`src/rtl/field_edit_controller_pkg.sv`:
```
// Shared definitions for the manual time-setting controller: field codes,
// field limits, FSM encoding and the wrap-around step helpers.
package field_edit_controller_pkg;

  localparam logic [1:0] FIELD_HORA = 2'd0;
  localparam logic [1:0] FIELD_MIN  = 2'd1;
  localparam logic [1:0] FIELD_SEG  = 2'd2;

  localparam logic [4:0] MAX_HORA = 5'd23;
  localparam logic [5:0] MAX_MIN  = 6'd59;

  typedef enum logic [1:0] {
    IDLE   = 2'd0,
    LOAD   = 2'd1,
    EDIT   = 2'd2,
    COMMIT = 2'd3
  } state_t;

  // Hours step with wrap 23<->0; out-of-range values fold back into range.
  function automatic logic [4:0] wrap_hora(input logic [4:0] v, input logic up);
    if (up) begin
      return (v >= MAX_HORA) ? 5'd0 : v + 5'd1;
    end else begin
      return ((v == 5'd0) || (v > MAX_HORA)) ? MAX_HORA : v - 5'd1;
    end
  endfunction

  // Minutes/seconds step with wrap 59<->0.
  function automatic logic [5:0] wrap_sexa(input logic [5:0] v, input logic up);
    if (up) begin
      return (v >= MAX_MIN) ? 6'd0 : v + 6'd1;
    end else begin
      return ((v == 6'd0) || (v > MAX_MIN)) ? MAX_MIN : v - 6'd1;
    end
  endfunction

endpackage

```
`src/rtl/field_edit_controller_repeat_pulse.sv`:
```
// Press-plus-auto-repeat generator for one up/down button. Emits a registered
// one-cycle step on the press edge, again DELAY cycles after the press, then
// every RATE cycles while the button stays held. A held partner button (hold)
// or a disabled block keeps both counters at zero. DELAY must be at least 2.
module repeat_pulse #(
  parameter int DELAY = 50_000_000,
  parameter int RATE  = 10_000_000
) (
  input  logic clk,
  input  logic rst,
  input  logic en,
  input  logic level,
  input  logic hold,
  output logic step
);

  localparam int CW = $clog2(((DELAY > RATE) ? DELAY : RATE) + 1);
  localparam logic [CW-1:0] DELAY_LAST = CW'(DELAY - 1);
  localparam logic [CW-1:0] RATE_LAST  = CW'(RATE);
  localparam logic [CW-1:0] CNT_ONE    = CW'(1);

  logic          prev;
  logic [CW-1:0] delay_cnt;
  logic [CW-1:0] rate_cnt;
  logic          press;

  assign press = level & ~prev;

  // Edge detect, delay phase then rate phase; a zero counter means that phase is idle.
  always_ff @(posedge clk or negedge rst) begin
    if (!rst) begin
      prev      <= 1'b0;
      step      <= 1'b0;
      delay_cnt <= '0;
      rate_cnt  <= '0;
    end else begin
      prev <= level;
      if (!en || !level || hold) begin
        step      <= 1'b0;
        delay_cnt <= '0;
        rate_cnt  <= '0;
      end else if (press) begin
        step      <= 1'b1;
        delay_cnt <= CNT_ONE;
        rate_cnt  <= '0;
      end else if (delay_cnt != '0) begin
        if (delay_cnt == DELAY_LAST) begin
          step      <= 1'b1;
          delay_cnt <= '0;
          rate_cnt  <= CNT_ONE;
        end else begin
          step      <= 1'b0;
          delay_cnt <= delay_cnt + CNT_ONE;
        end
      end else if (rate_cnt != '0) begin
        if (rate_cnt == RATE_LAST) begin
          step     <= 1'b1;
          rate_cnt <= CNT_ONE;
        end else begin
          step     <= 1'b0;
          rate_cnt <= rate_cnt + CNT_ONE;
        end
      end else begin
        step <= 1'b0;
      end
    end
  end

endmodule

```
`src/rtl/field_edit_controller.sv`:
```
// Manual time-setting sequencer: loads a shadow copy of the running time,
// lets the user move between fields and step them, then strobes wr_en so the
// counters take the edited value.
module field_edit_controller
  import field_edit_controller_pkg::*;
#(
  parameter int REPEAT_DELAY = 50_000_000,
  parameter int REPEAT_RATE  = 10_000_000,
  parameter int BLINK_HALF   = 25_000_000
) (
  input  logic       clk,
  input  logic       rst,
  input  logic       edit_en,
  input  logic       aumento,
  input  logic       disminuye,
  input  logic       derecha,
  input  logic       izquierda,
  input  logic [4:0] hora_in,
  input  logic [5:0] min_in,
  input  logic [5:0] seg_in,
  output logic [1:0] field_sel,
  output logic [4:0] hora_out,
  output logic [5:0] min_out,
  output logic [5:0] seg_out,
  output logic       wr_en,
  output logic       blink
);

  localparam int BW = $clog2(BLINK_HALF + 1);
  localparam logic [BW-1:0] BLINK_LAST = BW'(BLINK_HALF - 1);
  localparam logic [BW-1:0] BLINK_ONE  = BW'(1);

  state_t          state, state_next;
  logic            in_edit;
  logic            der_prev, izq_prev;
  logic            der_ev, izq_ev;
  logic            step_up, step_dn;
  logic            do_step, field_move;
  logic [1:0]      field_nxt;
  logic [4:0]      hora_nxt;
  logic [5:0]      min_nxt, seg_nxt;
  logic [BW-1:0]   blink_cnt;

  assign in_edit = (state == EDIT);

  repeat_pulse #(.DELAY(REPEAT_DELAY), .RATE(REPEAT_RATE)) u_rep_up (
    .clk(clk), .rst(rst), .en(in_edit), .level(aumento), .hold(disminuye), .step(step_up)
  );

  repeat_pulse #(.DELAY(REPEAT_DELAY), .RATE(REPEAT_RATE)) u_rep_dn (
    .clk(clk), .rst(rst), .en(in_edit), .level(disminuye), .hold(aumento), .step(step_dn)
  );

  // FSM state register.
  always_ff @(posedge clk or negedge rst) begin
    if (!rst) begin
      state <= IDLE;
    end else begin
      state <= state_next;
    end
  end

  // FSM next state: edit_en drop in EDIT always goes through COMMIT.
  always_comb begin
    state_next = state;
    case (state)
      IDLE:    state_next = edit_en ? LOAD : IDLE;
      LOAD:    state_next = EDIT;
      EDIT:    state_next = edit_en ? EDIT : COMMIT;
      COMMIT:  state_next = IDLE;
      default: state_next = IDLE;
    endcase
  end

  // Next shadow values and field: the step uses the old field, then the field moves.
  always_comb begin
    hora_nxt   = hora_out;
    min_nxt    = min_out;
    seg_nxt    = seg_out;
    field_nxt  = field_sel;
    field_move = 1'b0;
    do_step    = step_up ^ step_dn;
    if (do_step) begin
      case (field_sel)
        FIELD_HORA: hora_nxt = wrap_hora(hora_out, step_up);
        FIELD_MIN:  min_nxt  = wrap_sexa(min_out, step_up);
        FIELD_SEG:  seg_nxt  = wrap_sexa(seg_out, step_up);
        default:    hora_nxt = hora_out;
      endcase
    end else begin
      hora_nxt = hora_out;
    end
    if (der_ev && !izq_ev) begin
      field_move = 1'b1;
      field_nxt  = (field_sel >= FIELD_SEG) ? FIELD_HORA : field_sel + 2'd1;
    end else if (izq_ev && !der_ev) begin
      field_move = 1'b1;
      field_nxt  = (field_sel == FIELD_HORA) ? FIELD_SEG : field_sel - 2'd1;
    end else begin
      field_move = 1'b0;
    end
  end

  // Registered field/shadow datapath, field-button edge detection and write strobe.
  always_ff @(posedge clk or negedge rst) begin
    if (!rst) begin
      der_prev  <= 1'b0;
      izq_prev  <= 1'b0;
      der_ev    <= 1'b0;
      izq_ev    <= 1'b0;
      wr_en     <= 1'b0;
      field_sel <= FIELD_HORA;
      hora_out  <= 5'd0;
      min_out   <= 6'd0;
      seg_out   <= 6'd0;
    end else begin
      der_prev <= derecha;
      izq_prev <= izquierda;
      der_ev   <= in_edit & derecha & ~der_prev;
      izq_ev   <= in_edit & izquierda & ~izq_prev;
      wr_en    <= (state == COMMIT);
      if (state == LOAD) begin
        field_sel <= FIELD_HORA;
        hora_out  <= hora_in;
        min_out   <= min_in;
        seg_out   <= seg_in;
      end else begin
        field_sel <= field_nxt;
        hora_out  <= hora_nxt;
        min_out   <= min_nxt;
        seg_out   <= seg_nxt;
      end
    end
  end

  // Blink generator: solid outside EDIT, restarts solid on any edit activity.
  always_ff @(posedge clk or negedge rst) begin
    if (!rst) begin
      blink     <= 1'b1;
      blink_cnt <= '0;
    end else if (!in_edit || do_step || field_move) begin
      blink     <= 1'b1;
      blink_cnt <= '0;
    end else if (blink_cnt == BLINK_LAST) begin
      blink     <= ~blink;
      blink_cnt <= '0;
    end else begin
      blink_cnt <= blink_cnt + BLINK_ONE;
    end
  end

endmodule

```
`config.mk`:
```
export PLATFORM = sky130hd
export DESIGN_NAME = field_edit_controller
export DESIGN_NICKNAME = d
export VERILOG_FILES = /design/src/rtl/field_edit_controller_pkg.sv /design/src/rtl/field_edit_controller_repeat_pulse.sv /design/src/rtl/field_edit_controller.sv
export SDC_FILE = /design/constraint.sdc
export NUM_CORES = 1
export LEC_CHECK = 0
export CAP_MARGIN = 30
export CORE_MARGIN = 2
export CORE_UTILIZATION = 61
export CTS_CLUSTER_SIZE = 20
export DETAILED_ROUTE_END_ITERATION = 12
export GPL_TIMING_DRIVEN = 0
export PLACE_DENSITY = 0.81
export SLEW_MARGIN = 40
export SYNTH_ARGS = -nofsm -noshare
export SYNTH_HDL_FRONTEND = slang
export SYNTH_SLANG_ARGS = --single-unit
```
`constraint.sdc`:
```
create_clock -name clk -period 3.4 [get_ports clk]
set_input_delay 1.02 -clock clk [delete_from_list [all_inputs] [get_ports clk]]
set_output_delay 1.02 -clock clk [all_outputs]
set_load 0.01 [all_outputs]
```
==> Yosys cells after proc, flatten, opt, wreduce, memory -nomap -nowiden <==
Cells that the tools add are included.
{ "totals": {"register_bits": 160} }
{ "op_classes": {"n_addsub": 13, "magnitude_cmp": 7, "bitwise": 12, "muxes": 64, "n_reduce_logical": 40, "n_eq_ne": 12} }
{ "op_table": {"columns": ["cell", "n"], "rows": [
  ["$mux W26", 20],
  ["$add A26 B1 Y26 const B", 4],
  ["$reduce_bool A26 Y1", 4],
  ["$mux W6", 12],
  ["$eq A26 B24 Y1 const B", 2],
  ["$eq A26 B26 Y1 const B", 2],
  ["$mux W25", 2],
  ["$mux W5", 6],
  ["$add A25 B1 Y25 const B", 1],
  ["$eq A25 B25 Y1 const B", 1],
  ["$mux W1", 18],
  ["$add A6 B1 Y6 const B", 2],
  ["$ge A6 B6 Y1 const B", 2],
  ["$gt A6 B6 Y1 const B", 2],
  ["$logic_not A6 Y1", 2],
  ["$sub A6 B1 Y6 const B", 2],
  ["$mux W2", 5],
  ["$reduce_and A2 Y1", 5],
  ["$reduce_bool A2 Y1", 5],
  ["$logic_or A1 B1 Y1", 9],
  ["$reduce_bool A3 Y1", 3],
  ["$ne A4 B2 Y1 const B", 2],
  ["$pmux W2 S4", 1],
  ["$reduce_bool A4 Y1", 2],
  ["16 further kinds", 34]
]} }

==> Depth between registers and ports, before layout <==
{ "logic_depth": {"ltp_word": 7, "mapped_depth": 10, "depth_no_buf": 8} }

==> Modules after synthesis <==
From an unflattened synthesis, not the netlist that was laid out.
{ "unflattened": {"cells_unflattened": 1103, "hier_area_um2": 9877.0} }
{ "by_module_without_submodules": {"columns": ["module", "cells_each", "instances", "area_per_inst_um2"], "rows": [
  ["repeat_pulse", 351, 2, 3165.5],
  ["field_edit_controller", 401, 1, 3545.9]
]} }

==> Least setup slack after synthesis <==
OpenSTA, ideal clock, no wires.
{ "synth_timing": {"path_kind": "input -> register", "from": "in disminuye", "to": "reg u_rep_up.rate_cnt[14]", "setup_ns": 0.096, "arrival_time_ns": 2.491, "stages": 7, "path_slack_ns": 0.813, "path_cell_list": "nand3b_1 > or2_1 > a211oi_2 > clkbuf_1 > buf_2 > o21ai_0 > o31ai_1"} }
{ "synth_between": {"elab_chain_len": 3, "word_cells_on_any_way": 5} }
{ "synth_lines": {"columns": ["item", "line_no", "rtl"], "rows": [
  ["start, declared", "field_edit_controller.sv:15", "input logic disminuye,"],
  ["$logic_or A1 B1 Y1 (*)", "field_edit_controller_repeat_pulse.sv:38", "if (!en || !level || hold) begin"],
  ["$ne A4 B2 Y1 (no source line) or $reduce_bool A4 Y1 (tied branches)", null, null],
  ["$reduce_and A2 Y1 (no source line)", null, null],
  ["end signal, assigned", "field_edit_controller_repeat_pulse.sv:61", "rate_cnt <= rate_cnt + CNT_ONE;"],
  ["end, declared", "field_edit_controller_repeat_pulse.sv:24", "logic [CW-1:0] rate_cnt;"]
]} }
Mark *: on every way between the ends. The rest lies on a longest branch, timed or not.
A chain may end at the register's enable or synchronous reset.

==> Final worst setup path <==
{ "layout_timing": {"from": "in aumento", "to": "reg u_rep_up.rate_cnt[14]"} }
{ "layout_between": {"elab_chain_len": 5, "word_cells_on_any_way": 9} }
{ "layout_lines": {"columns": ["item", "line_no", "rtl"], "rows": [
  ["start, declared", "field_edit_controller.sv:14", "input logic aumento,"],
  ["$logic_not A1 Y1", "field_edit_controller_repeat_pulse.sv:38", null],
  ["$logic_or A1 B1 Y1 (2 in series)", "field_edit_controller_repeat_pulse.sv:38", null],
  ["$ne A4 B2 Y1 (no source line) or $reduce_bool A4 Y1 (tied branches)", null, null],
  ["$reduce_and A2 Y1 (no source line)", null, null]
]} }
Parallel ways exist; a longest one is shown, timed or not.

==> results_dict.tcl <==
set metrics [dict create \
    netlist_instances 1071 \
    r2r_cells 8 \
    endpoint_kind "flip-flop" \
    ys_types 69 \
    setup.worst_path.end "u_rep_up.rate_cnt[14]" \
    finalCritPeriodShare 0.9535 \
    synthArstFlopShare 1.000 \
    power.leakage_uw 0.004289 \
    h-tree-depth 4 \
    diodes 0 \
    grt_start_max_net_pins 74 \
    max_slew.worst_pin.slew_ns 0.7526 \
    maxSlewViolCount 0 \
    clockBufferDepth 2 \
    drt_wl_total_um 22310 \
    cts_buffers 17 \
    place_congestion 0.8825 \
    startpoint "aumento" \
    final_net_count 1188 \
    drc 0 \
    critPathMaxFanout 10 \
    num_vias 8427 \
    cp-start-kind "input pin" \
    status "completed" \
    finalSetupViolCount 0 \
    synth_nets 1123 \
    instances_no_fill 1337 \
    cp_data_required_time_ns 3.73 \
    crit_chain "clkdlybuf4s50_1, nand3b_1, or2_1, a211oi_4, clkbuf_1, buf_2, o21ai_0, o31ai_1" \
    numClockSinks 160 \
    fmax_mhz 308.5 \
    ys_ff_latch 160 \
    grt_pass1_vias 7883 \
    crit_family "buffers and inverters" \
    port-buffer-count 44 \
    clockRootBuffer "clkbuf_16" \
    grt.overflow.total 0 \
    first_iter_violations 858 \
    worstHoldPathType "reg -> reg" \
    dp_cells 1305 \
    seq_area_frac_synth 0.4266 \
    place.detailed.hpwl_um 15190 \
    clk_pin_slew_ns 0.06 \
    tritoncts "done" \
    grt_pass1_wl_um 38140 \
    post-route-min-period_ns 3.242 \
    syn_area_per_cell_um2 8.767 \
    finalClockSkew_ns 0.007635 \
    cpMaxStageDelayCell "clkdlybuf4s50_1" \
    wire_per_inst_um 16.69 \
    r2r_start "u_rep_dn.delay_cnt[0]" \
    maxSlewHeadroom 0.4941 \
    hold_violations 0 \
    reg2reg_to "u_rep_dn.rate_cnt[25]" \
    rows 45 \
    post-route-util 0.7104 \
    yosysWarnings 0 \
    ant_nets 0 \
    synth_area_um2 9389 \
    cpPeakStageDelay_ns 0.59 \
    worst_hold_slack_ns 0.3943 \
    setup_tns_ns 0 \
    synth_ff_type "dfrtp_1" \
    antenna_found_initial 0 \
    worst-setup-path-type "in -> reg" \
    die-area_um2 16400 \
    drive_gt1_frac 0.06179 \
    drt_first_pass_iters 8 \
    crit_buf_inv 3 \
    grt_use_total 0.2870 \
    core_um2 15150 \
    worstSkewPairLatency_ns 0.43 \
    io_pins 45 \
    power_density_nw_per_um2 544.2 \
    die_x_um 128.1 \
    cp.depth 8 \
    die_y_um 128.1 \
    postCtsHoldBufs 0 \
    synth-edff-count 0 \
    vias_per_cell 6.303 \
    arrival_ns 3.57 \
    reg2reg_setup_slack_ns 0.39 \
    area_growth_pct 14.59 \
    worst_ir_drop_vdd_v 0.0004236 \
    drv_cap 0 \
    initial_core_util 0.6199 \
]
-- layout make-up --
class                   count  area, µm²
repair buffers             46      500.5
flip-flops and latches    160       4005
clock buffers              24      481.7
plain buffers              45      191.4
clock inverters             8      105.1
well taps                 188      235.2
fillers                  1133       4387
inverters                  41      153.9
multi-input cells         825       5086
-- synth_stat cells, types with 13 or more instances --
| cell type | number | area (µm²) |
|---|---|---|
| a22oi_1 | 13 | 97.59 |
| xnor2_1 | 18 | 157.7 |
| o21ai_0 | 59 | 295.3 |
| inv_1 | 41 | 153.9 |
| xor2_1 | 54 | 473.0 |
| nand4_1 | 39 | 244.0 |
| and3_1 | 26 | 162.7 |
| nand3_1 | 63 | 315.3 |
| nor4_1 | 28 | 175.2 |
| ha_1 | 28 | 350.3 |
| nor3_1 | 19 | 95.09 |
| or3_1 | 25 | 156.4 |
| dfrtp_1 | 159 | 3979 |
| a21oi_1 | 53 | 265.3 |
| o31ai_1 | 24 | 180.2 |
| clkbuf_1 | 31 | 116.4 |
| nand2_1 | 105 | 394.1 |
| or4_1 | 14 | 105.1 |
| nor2_1 | 116 | 435.4 |
-- cell families after synthesis --
| kind of cell | after synthesis | share of synthesized area |
|---|---|---|
| multiplexers | 1 | 0.001199 |
| adder cells (fa/ha/maj) | 28 | 0.03731 |
| AND/OR/NAND/NOR | 497 | 0.2752 |
| XOR/XNOR | 72 | 0.06716 |
| AO/OA/AOI/OAI | 227 | 0.1558 |
| buffers and inverters | 86 | 0.03678 |
| flip-flops | 160 | 0.4266 |
-- worst min-delay path by stage --
| stage | start | cells after the start | slack, ns | end |
|---|---|---|---|---|
| 3_3_place_gp | izq_prev | 1 | 0.38 | izq_ev |
| 2_1_floorplan | der_prev | 1 | 0.38 | der_ev |
| 6_report | izq_prev | 1 | 0.39 | izq_ev |
| 5_1_grt | rst | 1 | 0.39 | u_rep_dn.rate_cnt[3] |
| 4_1_cts | rst | 1 | 0.40 | u_rep_dn.rate_cnt[3] |
| 3_5_place_dp | izq_prev | 1 | 0.39 | izq_ev |
-- worst register-to-register path, cell delays in order (launching register included) --
cell,delay [ns]
dfrtp_1,0.45
inv_1,0.11
ha_1,0.14
nor4b_1,0.36
nand2_1,0.15
nor4_2,0.70
a21o_1,0.43
nand2_1,0.26
o41ai_1,0.31
-- power by group --
part           switching, µW  internal [µW]
registers                172           2050
logic                   1020            705
clock network            774           1140
total                   1960           3890
-- per-stage QoR --
step           setup WS [ns]  power, µW  area, µm²
5_1_grt            -0.005684       6179      10760
3_3_place_gp          -5.203       3882      10060
3_5_place_dp         -0.3400       3932      10150
6_report              0.1582       5855      10760
2_1_floorplan         0.8133       3324       9389
4_1_cts              0.09673       5845      10740
-- state kept, by name, indices dropped and copies added, names as in the netlist --
name                flops
blink_cnt              25
u_rep_dn.prev           1
hora_out                5
min_out                 6
u_rep_dn.delay_cnt     26
field_sel               2
blink                   1
state                   2
u_rep_up.prev           1
u_rep_up.step           1
izq_ev                  1
u_rep_dn.rate_cnt      26
der_prev                1
seg_out                 6
der_ev                  1
u_rep_dn.step           1
wr_en                   1
izq_prev                1
u_rep_up.rate_cnt      26
u_rep_up.delay_cnt     26
-- layout by cell type (no fill, tap or decap), drive strengths merged, types with 10 or more instances in the layout --
cell type,n
dfrtp,159
nor2,116
nand2,106
o21ai,64
nand3,63
clkbuf,56
xor2,54
a21oi,54
clkdlybuf4s50,43
inv,41
nand4,39
nor4,32
o31ai,30
ha,28
and3,26
or3,25
nor3,22
xnor2,18
buf,16
or4,14
a22oi,13
and4,12
a31oi,10
-- routing by layer --
| layer | global-route usage | part of all wire | vias to the layer above |
|---|---|---|---|
| met5 | 0 | 0 | - |
| met4 | 0.07886 | 0.014 | 0 |
| li1 | - | - | 4031 |
| met1 | 0.4180 | 0.46 | 4092 |
| met2 | 0.4394 | 0.47 | 273 |
| met3 | 0.05927 | 0.056 | 31 |
-- timing repair --
action / in CTS / in global routing
setup buffers: 0 / 0
endpoints found under the setup margin: 0 / 8
resized for setup: 0 / 1
Note: power is estimated with default switching activity, not from simulation.
